$ cat src/rtl/muldiv_unit.sv
// HI/LO multiply-divide unit: multi-cycle MULT/MULTU, restoring DIV/DIVU,
// and MTHI/MTLO writes, with busy/done handshake toward the pipeline.
module muldiv_unit #(
  parameter int unsigned MUL_CYCLES = 5
) (
  input  logic        clk,
  input  logic        rst_n,
  input  logic [31:0] a,
  input  logic [31:0] b,
  input  logic [2:0]  op,
  input  logic        start,
  output logic        busy,
  output logic        done,
  output logic [31:0] hi,
  output logic [31:0] lo
);

  localparam logic [1:0] S_IDLE = 2'd0;
  localparam logic [1:0] S_MUL  = 2'd1;
  localparam logic [1:0] S_DIV  = 2'd2;
  localparam logic [1:0] S_FIX  = 2'd3;

  localparam logic [2:0] OP_MULT  = 3'b001;
  localparam logic [2:0] OP_MULTU = 3'b010;
  localparam logic [2:0] OP_DIV   = 3'b011;
  localparam logic [2:0] OP_DIVU  = 3'b100;
  localparam logic [2:0] OP_MTHI  = 3'b101;
  localparam logic [2:0] OP_MTLO  = 3'b110;

  localparam logic [4:0] MUL_LAST = 5'(MUL_CYCLES - 1);

  logic [1:0]  state_q, state_d;
  logic [4:0]  cnt_q, cnt_d;
  logic [63:0] prod_q, prod_d;
  logic [31:0] quot_q, quot_d;
  logic [31:0] rem_q, rem_d;
  logic [31:0] dvs_q, dvs_d;
  logic [31:0] a_q, a_d;
  logic        qneg_q, qneg_d;
  logic        rneg_q, rneg_d;
  logic        dz_q, dz_d;
  logic [31:0] hi_q, hi_d;
  logic [31:0] lo_q, lo_d;
  logic        done_q, done_d;

  logic        accept;
  logic        is_signed;
  logic [63:0] ext_a, ext_b, product;
  logic        a_neg, b_neg;
  logic [31:0] a_mag, b_mag;
  logic [32:0] rem_sh, diff;
  logic        q_bit;
  logic [31:0] q_fix, r_fix;

  assign busy = (state_q != S_IDLE);
  assign done = done_q;
  assign hi   = hi_q;
  assign lo   = lo_q;

  assign accept = start && (state_q == S_IDLE)
               && (op != 3'b000) && (op != 3'b111);

  // operand conditioning for both multiply signedness and divide magnitudes
  assign is_signed = (op == OP_MULT) || (op == OP_DIV);
  assign ext_a   = {{32{is_signed & a[31]}}, a};
  assign ext_b   = {{32{is_signed & b[31]}}, b};
  assign product = ext_a * ext_b;
  assign a_neg   = (op == OP_DIV) && a[31];
  assign b_neg   = (op == OP_DIV) && b[31];
  assign a_mag   = a_neg ? -a : a;
  assign b_mag   = b_neg ? -b : b;

  // one restoring step: trial-subtract divisor from shifted remainder
  assign rem_sh = {rem_q, quot_q[31]};
  assign diff   = rem_sh - {1'b0, dvs_q};
  assign q_bit  = ~diff[32];
  assign q_fix  = qneg_q ? -quot_q : quot_q;
  assign r_fix  = rneg_q ? -rem_q : rem_q;

  // next-state and datapath selection
  always_comb begin
    state_d = state_q;
    cnt_d   = cnt_q;
    prod_d  = prod_q;
    quot_d  = quot_q;
    rem_d   = rem_q;
    dvs_d   = dvs_q;
    a_d     = a_q;
    qneg_d  = qneg_q;
    rneg_d  = rneg_q;
    dz_d    = dz_q;
    hi_d    = hi_q;
    lo_d    = lo_q;
    done_d  = 1'b0;
    unique case (state_q)
      S_IDLE: begin
        if (accept) begin
          unique case (op)
            OP_MULT, OP_MULTU: begin
              prod_d  = product;
              cnt_d   = MUL_LAST;
              state_d = S_MUL;
            end
            OP_DIV, OP_DIVU: begin
              quot_d  = a_mag;
              rem_d   = '0;
              dvs_d   = b_mag;
              a_d     = a;
              qneg_d  = a_neg ^ b_neg;
              rneg_d  = a_neg;
              dz_d    = (b == 32'd0);
              cnt_d   = 5'd31;
              state_d = S_DIV;
            end
            OP_MTHI: begin
              hi_d   = a;
              done_d = 1'b1;
            end
            OP_MTLO: begin
              lo_d   = a;
              done_d = 1'b1;
            end
            default: ;
          endcase
        end
      end
      S_MUL: begin
        if (cnt_q == 5'd0) begin
          hi_d    = prod_q[63:32];
          lo_d    = prod_q[31:0];
          done_d  = 1'b1;
          state_d = S_IDLE;
        end else begin
          cnt_d = cnt_q - 5'd1;
        end
      end
      S_DIV: begin
        rem_d  = q_bit ? diff[31:0] : rem_sh[31:0];
        quot_d = {quot_q[30:0], q_bit};
        if (cnt_q == 5'd0) begin
          state_d = S_FIX;
        end else begin
          cnt_d = cnt_q - 5'd1;
        end
      end
      S_FIX: begin
        if (dz_q) begin
          hi_d = a_q;
          lo_d = '1;
        end else begin
          hi_d = r_fix;
          lo_d = q_fix;
        end
        done_d  = 1'b1;
        state_d = S_IDLE;
      end
      default: state_d = S_IDLE;
    endcase
  end

  // state registers with synchronous active-low reset
  always_ff @(posedge clk) begin
    if (!rst_n) begin
      state_q <= S_IDLE;
      cnt_q   <= '0;
      prod_q  <= '0;
      quot_q  <= '0;
      rem_q   <= '0;
      dvs_q   <= '0;
      a_q     <= '0;
      qneg_q  <= 1'b0;
      rneg_q  <= 1'b0;
      dz_q    <= 1'b0;
      hi_q    <= '0;
      lo_q    <= '0;
      done_q  <= 1'b0;
    end else begin
      state_q <= state_d;
      cnt_q   <= cnt_d;
      prod_q  <= prod_d;
      quot_q  <= quot_d;
      rem_q   <= rem_d;
      dvs_q   <= dvs_d;
      a_q     <= a_d;
      qneg_q  <= qneg_d;
      rneg_q  <= rneg_d;
      dz_q    <= dz_d;
      hi_q    <= hi_d;
      lo_q    <= lo_d;
      done_q  <= done_d;
    end
  end

endmodule
$ cat config.mk
export PLATFORM = sky130hd
export DESIGN_NAME = muldiv_unit
export DESIGN_NICKNAME = d
export VERILOG_FILES = /design/src/rtl/muldiv_unit.sv
export SDC_FILE = /design/constraint.sdc
export NUM_CORES = 2
export LEC_CHECK = 0
export CORE_MARGIN = 5
export CORE_UTILIZATION = 55
export CTS_CLUSTER_DIAMETER = 30
export CTS_CLUSTER_SIZE = 40
export DETAILED_ROUTE_END_ITERATION = 6
export PLACE_DENSITY = 0.84
export SYNTH_ARGS = -nofsm -noshare
export SYNTH_HDL_FRONTEND = slang
export SYNTH_SLANG_ARGS = --single-unit
$ cat constraint.sdc
create_clock -name clk -period 11.8 [get_ports clk]
set_clock_uncertainty 0.2 [all_clocks]
set_input_delay 2.36 -clock clk [delete_from_list [all_inputs] [get_ports clk]]
set_output_delay 2.36 -clock clk [all_outputs]
set_load 0.05 [all_outputs]
**After elaboration in Yosys (flattened, before gate mapping)**

Cells that the tools add are included.
W data, S select, Z words.

- Flip-flop bits (word level): 267
- Output and inout port bits: 66
- Input bits: 70

- Mux-type cells: 34
- $mul: 1
- Reductions and logical operators: 25
- Bitwise operators: 4
- Add/sub/neg operators: 6
- Eq/ne operators: 18

Operators by type and width:

| cell | count |
|---|---|
| $mux W32 | 17 |
| $pmux W32 S3 | 2 |
| $neg A32 Y32 | 4 |
| $pmux W32 S2 | 2 |
| $mul A33 B33 Y64 | 1 |
| $sub A33 B32 Y33 | 1 |
| $logic_not A32 Y1 | 1 |
| $pmux W5 S2 | 2 |
| $reduce_and A4 Y1 | 4 |
| $mux W5 | 2 |
| $eq A3 B3 Y1 const B | 3 |
| $reduce_and A3 Y1 | 3 |
| $ne A2 B2 Y1 const B | 4 |
| $pmux W2 S4 | 1 |
| $reduce_or A2 Y1 | 4 |
| $eq A3 B2 Y1 const B | 2 |
| $mux W2 | 3 |
| $ne A2 B1 Y1 const B | 3 |
| $reduce_bool A2 Y1 | 3 |
| $reduce_bool A3 Y1 | 2 |
| $logic_and A1 B1 Y1 | 5 |
| $logic_not A5 Y1 | 1 |
| $sub A5 B1 Y5 const B | 1 |
| $eq A2 B2 Y1 const B | 2 |
| 12 further kinds | 15 |

**Logic depth before layout (Yosys ltp)**

- Depth after elaboration: 6
- Mapped depth: 32
- Depth with buffers taken out: 29

**Worst setup path before layout**

No wires, ideal clock.

- Path kind: input port to flip-flop
- From: in op[2]
- To: reg prod_q[62]
- Setup time: 0.133 ns
- Path slack: 0.998 ns
- Cell stages on the path: 28
- Required time: 11.467 ns
- Data arrival time: 10.469 ns
- Path through: clkbuf_1 -> nor2b_1 -> and2_1 -> clkbuf_1 -> nand2_1 -> inv_1 -> fa_1 -> fa_1 -> fa_1 -> inv_1 -> fa_1 -> inv_1 -> fa_1 -> fa_1 -> inv_1 -> fa_1 -> fa_1 -> inv_1 -> ha_1 -> clkbuf_1 -> nand4_1 -> or2_2 -> a2111oi_2 -> o311a_1 -> o21ai_1 -> o21ai_0 -> mux2i_1 -> a31oi_1

- Word-level cells in the longest chain between the ends: 4
- Elaborated cells between the ends (all ways): 13
- Those cells by class: mul: 1; eq/ne: 4; bitwise: 2; reduce/logical: 6

Ends and longest elaborated chain:

| what | RTL line | RTL |
|---|---|---|
| start: declaration | 10 | `input logic [2:0] op,` |
| $eq A3 B1 Y1 (tied with other cells) | 64, 98 |  |
| $logic_or A1 B1 Y1 or $logic_and A1 B1 Y1 (tied branches) | 64, 61 |  |
| $and A1 B1 Y1 (tied with other cells) | 65 | `assign ext_a = {{32{is_signed & a[31]}}, a};` |
| $mul A33 B33 Y64 or $reduce_and A3 Y1 (tied branches) | n/a |  |
| end signal: assignment | 180 | `prod_q <= prod_d;` |
| end: declaration | 34 | `logic [63:0] prod_q, prod_d;` |

Parallel ways exist; a longest one is shown, timed or not.
A chain may end at the register's enable or synchronous reset.

**Final worst setup path**

- From: in op[2]
- To: reg prod_q[63]

Same word-level chain as after synthesis.

==> flow_summary.json <==
{
  "fin_crit_ns": 11.09,
  "h-tree-depth": 2,
  "status": "finished with violations",
  "io_pins": 136,
  "ys_ff_latch": 267,
  "seq_area_frac_synth": 0.09992,
  "rsz0062_at_grt": "false",
  "hp-start": "prod_q[30]",
  "max_freq_mhz": 90.21,
  "grt_pass1_wl_mm": 256.0,
  "crit_start": "op[2]",
  "cts_tree": "yes",
  "relSlewSlack": 0.1944,
  "gp_congestion": 0.9735,
  "arrival_ns": 11.33,
  "initialDrtViolationCount": 5350,
  "violations": "design-rule violations",
  "clk_pin_slew_ns": 0.06,
  "end_kind": "flop",
  "cp.required_ns": 12.05,
  "grt_remaining_overflow": 0,
  "wl_met1_mm": 58.21,
  "path_buf_inv": 6,
  "yosysTopAreaCellShare": 0.4214,
  "core-area_um2": 96570,
  "rows": 114,
  "postCtsHoldBufs": 0,
  "route.met3.wl_mm": 23.93,
  "r2r-start": "quot_q[31]",
  "hpwl_mm": 125.7,
  "viasPerCell": 5.893,
  "synth.largest_area_cell": "fa_1",
  "wire_per_inst_um": 21.41,
  "fp.dieArea_um2": 103600,
  "worstSkewPairLatency_ns": 0.56,
  "synth_cell_types": 81,
  "routed.top_layer": "met5",
  "syn_inst": 6330,
  "clock_sinks": 267,
  "post-cts-setup-buffer-count": 0,
  "slew_viol_final": 0,
  "numCtsBuffers": 47,
  "yosys_most_used_dff": "dfxtp_1",
  "critPathSlowestCell": "fa_1",
  "vias": 44374,
  "syn_nets": 7780,
  "syn_area_per_cell_um2": 8.451,
  "max_stage_delay_ns": 0.65,
  "hold_violations": 0,
  "synthTopCellsByArea": "fa_1 (42%), dfxtp_1 (10%), inv_1 (8.8%)",
  "wirelength_mm": 161.2,
  "path_max_fanout": 10,
  "fill_cells": 7832,
  "clk_path_buf_depth": 3,
  "start_kind": "input pin",
  "setup_tns_ns": 0,
  "route.detailed.drc": 6,
  "crit_type": "input pin to flop",
  "cts_resized": 0,
  "initial_core_util": 0.5540,
  "syn_to_final_growth_pct": 7.246,
  "netlist_area_um2": 53490,
  "async_flop_share": 0,
  "yosysMostFrequentCell": "inv_1",
  "firstDrtPassIters": 7,
  "drive_above_1_share": 0.04529,
  "grt_pass1_vias": 47077,
  "grt_max_degree": 82,
  "chipHeight_um": 321.9,
  "fp.dieW_um": 321.9,
  "root_buffer": "clkbuf_16",
  "crit_path_frequent_cell": "fa_1",
  "met2_length_mm": 70.99,
  "grt_usage": 0.3115,
  "portBuffers": 135,
  "fin_crit_sh": 0.9395,
  "cp_top_family": "adder cells",
  "antenna_found_initial": 9,
  "worst_slew_pin_slew_ns": 1.205,
  "synth_edf_count": 0,
  "yosys_warnings": 0,
  "finalSetupViolCount": 0,
  "max_cap_violations": 0,
  "synth_common_cells": "inv_1 (1261), nand2_1 (1155), fa_1 (1126)",
  "hp-class": "flop to flop",
  "layout.nets": 7660,
  "ant_nets": 0
}
## metal layers
metal / track usage / up-vias
met1: 0.4047 / 21863
met3: 0.1056 / 618
met2: 0.4840 / 2851
met5: 0 / -
li1: - / 19036
met4: 0.1248 / 6
## metrics by stage
stage                     hold WS (ns)  cell area, um2  instances  utilization  worst slack (ns)
after floorplan                 0.2312           53490       6330            -            0.9979
after global routing            0.2641           57360       7528       0.5940            0.2931
final                           0.2538           57370       7530       0.5941            0.7142
after CTS                       0.2520           57360       7525       0.5940            0.8219
after detailed placement        0.2466           55660       7437       0.5764            0.2666
after global placement          0.2390           55660       7437       0.5764            0.4063
## state kept, by name (all words and copies together) (netlist names)
signal,cells
lo,32
dvs_q,32
hi,32
state_q,2
rneg_q,1
prod_q,64
dz_q,1
qneg_q,1
quot_q,32
a_q,32
cnt_q,5
rem_q,32
done,1
## cells in the final DEF, fill, tap and decap left out, types with 49 or more instances in the layout
cell type	instances
fa_1	1126
buf_4	115
and2_1	259
dfxtp_1	266
xor2_1	75
nand3_1	49
ha_1	251
xnor2_1	129
a22oi_1	60
mux2i_1	49
nor2_1	237
o21ai_0	228
inv_1	1260
clkdlybuf4s50_1	102
a31oi_1	49
nand2_1	1155
a21oi_1	224
## final timing paths
path                endpoint  slack [ns]  depth (start not counted)
hold reg to reg   prod_q[30]        0.25                          2
setup reg to reg    rem_q[0]        7.23                         15
hold / removal    prod_q[30]        0.25                          2
setup / recovery  prod_q[63]        0.71                         28
## cells by family (layout without fill, tap and decap cells)
| kind of cell | after synthesis | after routing | share of synthesized area |
|---|---|---|---|
| simple gates | 1912 | 1912 | 0.1586 |
| buf+inv | 1688 | 1607 | 0.1204 |
| fa+ha+maj | 1380 | 1380 | 0.4808 |
| compound gates | 828 | 828 | 0.09723 |
| flops | 267 | 267 | 0.09992 |
| xor+xnor | 204 | 204 | 0.03340 |
| mux | 51 | 51 | 0.009590 |
| other cells | 0 | 5 | 0 |
## final cells by class
type / count / area (um2) / share of cell area
inverter: 1261 / 4738 / 0.08259
tap: 1276 / 1597 / 0.02783
sequential: 267 / 5346 / 0.09319
timing repair buffer: 258 / 2210 / 0.03852
antenna: 5 / 12.51 / 0.0002181
multi-input combinational: 4375 / 41770 / 0.7281
clock inverter: 32 / 425.4 / 0.007415
clock buffer: 56 / 1271 / 0.02216
## worst register-to-register path, stage by stage, from the launching register on
cell	delay [ns]
dfxtp_1	0.32
inv_1	0.11
ha_1	0.21
inv_1	0.06
fa_1	0.42
a211oi_1	0.34
o21ai_1	0.20
nand3_1	0.14
o311ai_1	0.18
o311ai_1	0.55
a31oi_1	0.24
nand4bb_1	0.29
o211ai_4	0.18
buf_4	0.51
mux2_2	0.44
o21ai_0	0.13
Power is left out: the tool's default activity adds up to more than one toggle a clock period on the data nets, which glitch-free logic cannot reach.
